File: src/rtl/data_mem_responder_if.sv
// Data-memory request/response bundle between the computational unit and
// the data memory responder; master issues requests, slave answers them.
interface data_mem_responder_if #(
  parameter int DATA_W = 4,
  parameter int ADDR_W = 4
);
  logic [ADDR_W-1:0] addr;
  logic [DATA_W-1:0] wr_data;
  logic              wr_req;
  logic              rd_req;
  logic [DATA_W-1:0] dm;
  logic              dm_valid;
  logic              stall;
  logic              collision;
  logic              req_err;

  modport master (
    output addr, wr_data, wr_req, rd_req,
    input  dm, dm_valid, stall, collision, req_err
  );

  modport slave (
    input  addr, wr_data, wr_req, rd_req,
    output dm, dm_valid, stall, collision, req_err
  );
endinterface

File: src/rtl/data_mem_responder.sv
// Data memory with WAIT_CYCLES wait states per access; stalls the sequencer.
// Ports: clk, reset_n (async low), bus (slave: req in, dm/status out).
module data_mem_responder #(
  parameter int DATA_W      = 4,
  parameter int ADDR_W      = 4,
  parameter int WAIT_CYCLES = 2
) (
  input  logic                 clk,
  input  logic                 reset_n,
  data_mem_responder_if.slave  bus
);
  localparam int DEPTH = 1 << ADDR_W;
  localparam bit NO_WAIT = (WAIT_CYCLES == 0);
  localparam logic [3:0] CNT_INIT =
    NO_WAIT ? 4'd0 : 4'(WAIT_CYCLES - 1);

  typedef enum logic [1:0] {
    IDLE,
    WAIT,
    RESP
  } state_t;

  state_t            state, state_n;
  logic [3:0]        cnt, cnt_n;
  logic [ADDR_W-1:0] addr_q;
  logic [DATA_W-1:0] data_q;
  logic              wr_q;
  logic [DATA_W-1:0] mem [DEPTH];
  logic [DATA_W-1:0] dm_q;
  logic              dm_valid_q;
  logic              coll_q;
  logic              err_q;

  logic              req;
  logic              cap;
  logic              go;
  logic              go_wr;
  logic [ADDR_W-1:0] go_addr;
  logic [DATA_W-1:0] go_data;

  assign req = bus.wr_req | bus.rd_req;

  // With no wait states the access happens straight from the bus
  // inputs on the edge leaving IDLE; otherwise from the captured copy.
  always_comb begin
    state_n = state;
    cnt_n   = cnt;
    cap     = 1'b0;
    go      = 1'b0;
    go_wr   = wr_q;
    go_addr = addr_q;
    go_data = data_q;
    unique case (state)
      IDLE: begin
        if (req) begin
          cap = 1'b1;
          if (NO_WAIT) begin
            state_n = RESP;
            go      = 1'b1;
            go_wr   = bus.wr_req;
            go_addr = bus.addr;
            go_data = bus.wr_data;
          end else begin
            state_n = WAIT;
            cnt_n   = CNT_INIT;
          end
        end
      end
      WAIT: begin
        if (cnt == 4'd0) begin
          state_n = RESP;
          go      = 1'b1;
        end else begin
          cnt_n = cnt - 4'd1;
        end
      end
      RESP: state_n = IDLE;
      default: state_n = IDLE;
    endcase
  end

  always_ff @(posedge clk or negedge reset_n) begin
    if (!reset_n) begin
      state      <= IDLE;
      cnt        <= 4'd0;
      addr_q     <= '0;
      data_q     <= '0;
      wr_q       <= 1'b0;
      dm_q       <= '0;
      dm_valid_q <= 1'b0;
      coll_q     <= 1'b0;
      err_q      <= 1'b0;
    end else begin
      state      <= state_n;
      cnt        <= cnt_n;
      dm_valid_q <= go & ~go_wr;
      coll_q     <= cap & bus.wr_req & bus.rd_req;
      err_q      <= err_q | ((state != IDLE) & req);
      if (cap) begin
        addr_q <= bus.addr;
        data_q <= bus.wr_data;
        wr_q   <= bus.wr_req;
      end
      if (go & ~go_wr) begin
        dm_q <= mem[go_addr];
      end
    end
  end

  always_ff @(posedge clk or negedge reset_n) begin
    if (!reset_n) begin
      for (int i = 0; i < DEPTH; i++) begin
        mem[i] <= '0;
      end
    end else if (go & go_wr) begin
      mem[go_addr] <= go_data;
    end
  end

  assign bus.stall     = ((state == IDLE) & req) | (state == WAIT);
  assign bus.dm        = dm_q;
  assign bus.dm_valid  = dm_valid_q;
  assign bus.collision = coll_q;
  assign bus.req_err   = err_q;
endmodule

File: src/flat_wrapper.sv
// flat-port wrapper written by rule: the top's interface ports become plain ports
module data_mem_responder_flat 
#(
  parameter int DATA_W      = 4,
  parameter int ADDR_W      = 4,
  parameter int WAIT_CYCLES = 2
)
  (clk, reset_n, bus_addr, bus_wr_data, bus_wr_req, bus_rd_req, bus_dm, bus_dm_valid, bus_stall, bus_collision, bus_req_err);
  data_mem_responder_if #(.DATA_W(DATA_W), .ADDR_W(ADDR_W)) bus_i ();
  input  logic clk;
  input  logic reset_n;
  input wire logic [$bits(bus_i.addr)-1:0] bus_addr;
  input wire logic [$bits(bus_i.wr_data)-1:0] bus_wr_data;
  input wire logic [$bits(bus_i.wr_req)-1:0] bus_wr_req;
  input wire logic [$bits(bus_i.rd_req)-1:0] bus_rd_req;
  output wire logic [$bits(bus_i.dm)-1:0] bus_dm;
  output wire logic [$bits(bus_i.dm_valid)-1:0] bus_dm_valid;
  output wire logic [$bits(bus_i.stall)-1:0] bus_stall;
  output wire logic [$bits(bus_i.collision)-1:0] bus_collision;
  output wire logic [$bits(bus_i.req_err)-1:0] bus_req_err;
  assign bus_i.addr = bus_addr;
  assign bus_i.wr_data = bus_wr_data;
  assign bus_i.wr_req = bus_wr_req;
  assign bus_i.rd_req = bus_rd_req;
  assign bus_dm = bus_i.dm;
  assign bus_dm_valid = bus_i.dm_valid;
  assign bus_stall = bus_i.stall;
  assign bus_collision = bus_i.collision;
  assign bus_req_err = bus_i.req_err;
  data_mem_responder #(.DATA_W(DATA_W), .ADDR_W(ADDR_W), .WAIT_CYCLES(WAIT_CYCLES)) u_core (.clk(clk), .reset_n(reset_n), .bus(bus_i));
endmodule
File: config.mk
export PLATFORM = sky130hd
export DESIGN_NAME = data_mem_responder_flat
export DESIGN_NICKNAME = d
export VERILOG_FILES = /design/src/rtl/data_mem_responder_if.sv /design/src/rtl/data_mem_responder.sv /design/src/flat_wrapper.sv
export SDC_FILE = /design/constraint.sdc
export NUM_CORES = 1
export LEC_CHECK = 0
export BUFFER_PORTS_ARGS = -buffer_cell sky130_fd_sc_hd__buf_2
export CORE_ASPECT_RATIO = 0.5
export CORE_MARGIN = 4
export CORE_UTILIZATION = 45
export DETAILED_ROUTE_END_ITERATION = 6
export GPL_TIMING_DRIVEN = 0
export PLACE_DENSITY = 0.62
export SLEW_MARGIN = 5
export SYNTH_ARGS = -nofsm -noshare
export SYNTH_HDL_FRONTEND = slang
export SYNTH_SLANG_ARGS = --single-unit
File: constraint.sdc
create_clock -name clk -period 2.4 [get_ports clk]
set_input_delay 0.48 -clock clk [delete_from_list [all_inputs] [get_ports clk]]
set_output_delay 0.48 -clock clk [all_outputs]
set_load 0.03 [all_outputs]
==> results.json <==
{
  "grt_max_degree": 65,
  "fin_area_um2": 4530,
  "portBuffers": 19,
  "clockBufferDepth": 2,
  "die_w_um": 140,
  "first_pass_iters": 4,
  "drv_cap": 0,
  "initial_utilization_pct": 47.7,
  "overflow": 0,
  "cp.arrival_ps": 2570,
  "finClkSkew_ps": 6.63,
  "cp_slowest_cell": "nor2_1",
  "powerDensity_nw_per_um2": 1270,
  "dpl.hpwl_um": 6120,
  "io_pins": 20,
  "setup_viol": 0,
  "slew_headroom_pct": 27.2,
  "cts_tree": "built",
  "yosysUniqueCellTypes": 34,
  "p_total_mw": 5.75,
  "cts_root_buffer": "clkbuf_16",
  "syn_nets": 300,
  "finalHoldViolations": 0,
  "startpoint_type": "flip-flop",
  "cp.buffers_inverters": 1,
  "slew_viol_final": 0,
  "r2r_cells": 6,
  "crit_fanout": 6,
  "reg2reg_setup_slack_ps": 50,
  "synth_seq_area_share_pct": 54.8,
  "vias_per_cell": 5.69,
  "vdd_drop_max_mv": 0.634,
  "clkSlewWorstSetupHoldPaths_ps": 60,
  "clkSinkCount": 86,
  "fin_nets": 331,
  "die_h_um": 74.1,
  "htree_levels": 3,
  "synth_compound_area_share_pct": 2.77,
  "worst-setup-path-type": "reg -> reg",
  "hold_path_class": "in -> async",
  "synth_mux_area_share_pct": 28.9,
  "cp_slowest_stage_delay_ps": 470,
  "drtIter0Drc": 116,
  "utilization_pct": 55.0,
  "dieArea_um2": 10400,
  "timing.rr.start": "u_core.cnt[0]",
  "timing.final.crit_share_pct": 97.8,
  "diodes": 0,
  "ys_ff_latch": 86,
  "reg2reg_to": "u_core.mem[20]",
  "insertion_delay_ps": 340,
  "grt_pass1_wl_um": 14200,
  "synth-adder-area-share_pct": 0.319,
  "antenna_found_initial": 0,
  "tightest_slew_ps": 1080,
  "post-cts-setup-buffers": 0,
  "p_leak_nw": 2.13,
  "syn_avg_cell_area_um2": 13.7,
  "routedWlPerCell_um": 20.2,
  "via_count": 2474,
  "netlist_area_um2": 3930,
  "synth-simple-area-share_pct": 10.6,
  "placed_area_um2": 4190,
  "coreArea_um2": 8230,
  "cts_made_buffers": 9,
  "routabilityCongestion": 0.852,
  "synthCells": 287,
  "cp_data_required_time_ps": 2620,
  "area_growth_syn_to_layout_pct": 15.3,
  "synth_top_family_by_area": "multiplexers",
  "crit_family": "simple AND/OR/NAND/NOR gates",
  "setup_ws_ps": 51.7,
  "min_period_ps": 2350,
  "drc": 0,
  "outcome": "finished, final reports clean",
  "fmax_ghz": 0.426,
  "synthXorXnorAreaFrac_pct": 0.446,
  "dp_slack_ps": 82.6,
  "endpoint_kind": "flip-flop",
  "grt_pass1_vias": 2607,
  "rsz0062_at_grt": "true",
  "ys_warn_count": 0,
  "routed_wl_um": 8800,
  "drive_gt1_share_pct": 42.7,
  "track_usage_pct": 18.5,
  "ant_nets": 0,
  "rows": 23,
  "crit_chain": "inv_1, ha_1, nor3b_2, nand4_1, nor2_1, mux2_2"
}
[sequential cells by signal, summed over array words and instances, names as in the netlist]
signal / flops
u_core.bus.dm: 4
u_core.cnt: 4
u_core.state: 2
u_core.go_wr: 1
u_core.bus.req_err: 1
u_core.addr_q: 4
u_core.bus.collision: 1
u_core.mem: 64
u_core.bus.dm_valid: 1
u_core.data_q: 4
[stage by stage]
step,setup TNS [ps],std cells,hold slack (ps)
floorplan,0,287,184
global placement,0,418,461
detailed placement,0,419,398
CTS,0,435,37.2
global route,-981,435,51.8
finish,0,435,33.6
[logic make-up (layout without fill, tap and decap cells)]
| logic type | count (synthesis) | after routing |
|---|---|---|
| xor+xnor | 2 | 2 |
| compound gates | 13 | 13 |
| mux | 85 | 85 |
| fa+ha+maj | 1 | 1 |
| buf+inv | 18 | 54 |
| flops | 86 | 86 |
| simple gates | 82 | 82 |
[synth_stat cells]
library cell | number | share of area (%)
dfrtp_1 | 86 | 55
mux2_2 | 66 | 19
nand2_1 | 31 | 3.0
nor2_1 | 19 | 1.8
mux4_2 | 16 | 9.2
clkbuf_1 | 8 | 0.76
nand4_1 | 8 | 1.3
buf_2 | 5 | 0.64
nand3_1 | 4 | 0.51
nor2b_1 | 4 | 0.64
nor3_2 | 4 | 1.0
o21ai_0 | 4 | 0.51
mux2i_1 | 3 | 0.76
nand2b_1 | 3 | 0.48
a2111o_1 | 2 | 0.57
a32oi_1 | 2 | 0.45
inv_1 | 2 | 0.19
nor3_1 | 2 | 0.25
o211ai_2 | 2 | 0.64
xor2_1 | 2 | 0.45
a22o_1 | 1 | 0.22
and2_0 | 1 | 0.16
and3_1 | 1 | 0.16
buf_1 | 1 | 0.095
buf_6 | 1 | 0.29
clkinv_4 | 1 | 0.22
ha_1 | 1 | 0.32
nand2b_4 | 1 | 0.35
nor3b_2 | 1 | 0.32
nor4_1 | 1 | 0.16
o21a_1 | 1 | 0.19
o21bai_1 | 1 | 0.19
or3_4 | 1 | 0.29
or3b_1 | 1 | 0.22
[cells in the final DEF (no fill, tap or decap), types with 2 or more instances in the layout]
cell type and n:
mux2_2 66, nor2_1 14, a32oi_1 2, nor3_2 4
a2111o_1 2, mux2i_1 3, o21ai_0 4, inv_1 2
xor2_1 2, nor2_2 5, clkbuf_1 9, clkbuf_16 9
mux4_2 16, dfrtp_1 86, nor3_1 2, nand2_1 31
nand2b_1 3, o211ai_2 2, nand4_1 8, nor2b_1 4
buf_2 23, bufinv_16 2, nand3_1 4
[cell type report]
| cell class | instances | area (µm²) |
|---|---|---|
| Timing Repair Buffer | 20 | 125 |
| Clock inverter | 5 | 81.3 |
| Buffer | 15 | 70.1 |
| Sequential cell | 86 | 2150 |
| Inverter | 3 | 16.3 |
| Tap cell | 112 | 140 |
| Clock buffer | 11 | 243 |
| Multi-Input combinational cell | 183 | 1700 |
| Fill cell | 669 | 3700 |
[worst max-delay path by stage]
stage	from	end	slack, ps	cells past startpoint
after global routing	u_core.cnt[0]	u_core.mem[7]	-70	6
final	u_core.cnt[0]	u_core.mem[20]	50	6
after CTS	u_core.cnt[0]	u_core.mem[3]	60	6
after detailed placement	u_core.cnt[0]	u_core.mem[3]	80	6
after floorplan	u_core.cnt[0]	u_core.mem[36]	570	6
after global placement	u_core.cnt[0]	u_core.mem[3]	160	6
[report_power, final]
group / internal [mW] / total [mW] / switching, mW
Sequential: 1.95 / 2.33 / 0.373
Combinational: 0.864 / 1.92 / 1.06
Clock: 0.942 / 1.50 / 0.561
[per-layer routing]
layer / share of wire [%] / global-route usage (%) / vias up
met5: 0 / 0 / -
met3: 5.4 / 5.01 / 14
met4: 1.7 / 6.55 / 0
met2: 46 / 28.3 / 64
met1: 47 / 26.1 / 1288
li1: - / - / 1108
[what timing repair did]
action                     4_1_cts  5_1_grt
setup endpoints to repair        0       27
resized for setup                0        5
hold buffers                     0        0
Note: power is estimated with default switching activity, not from simulation.
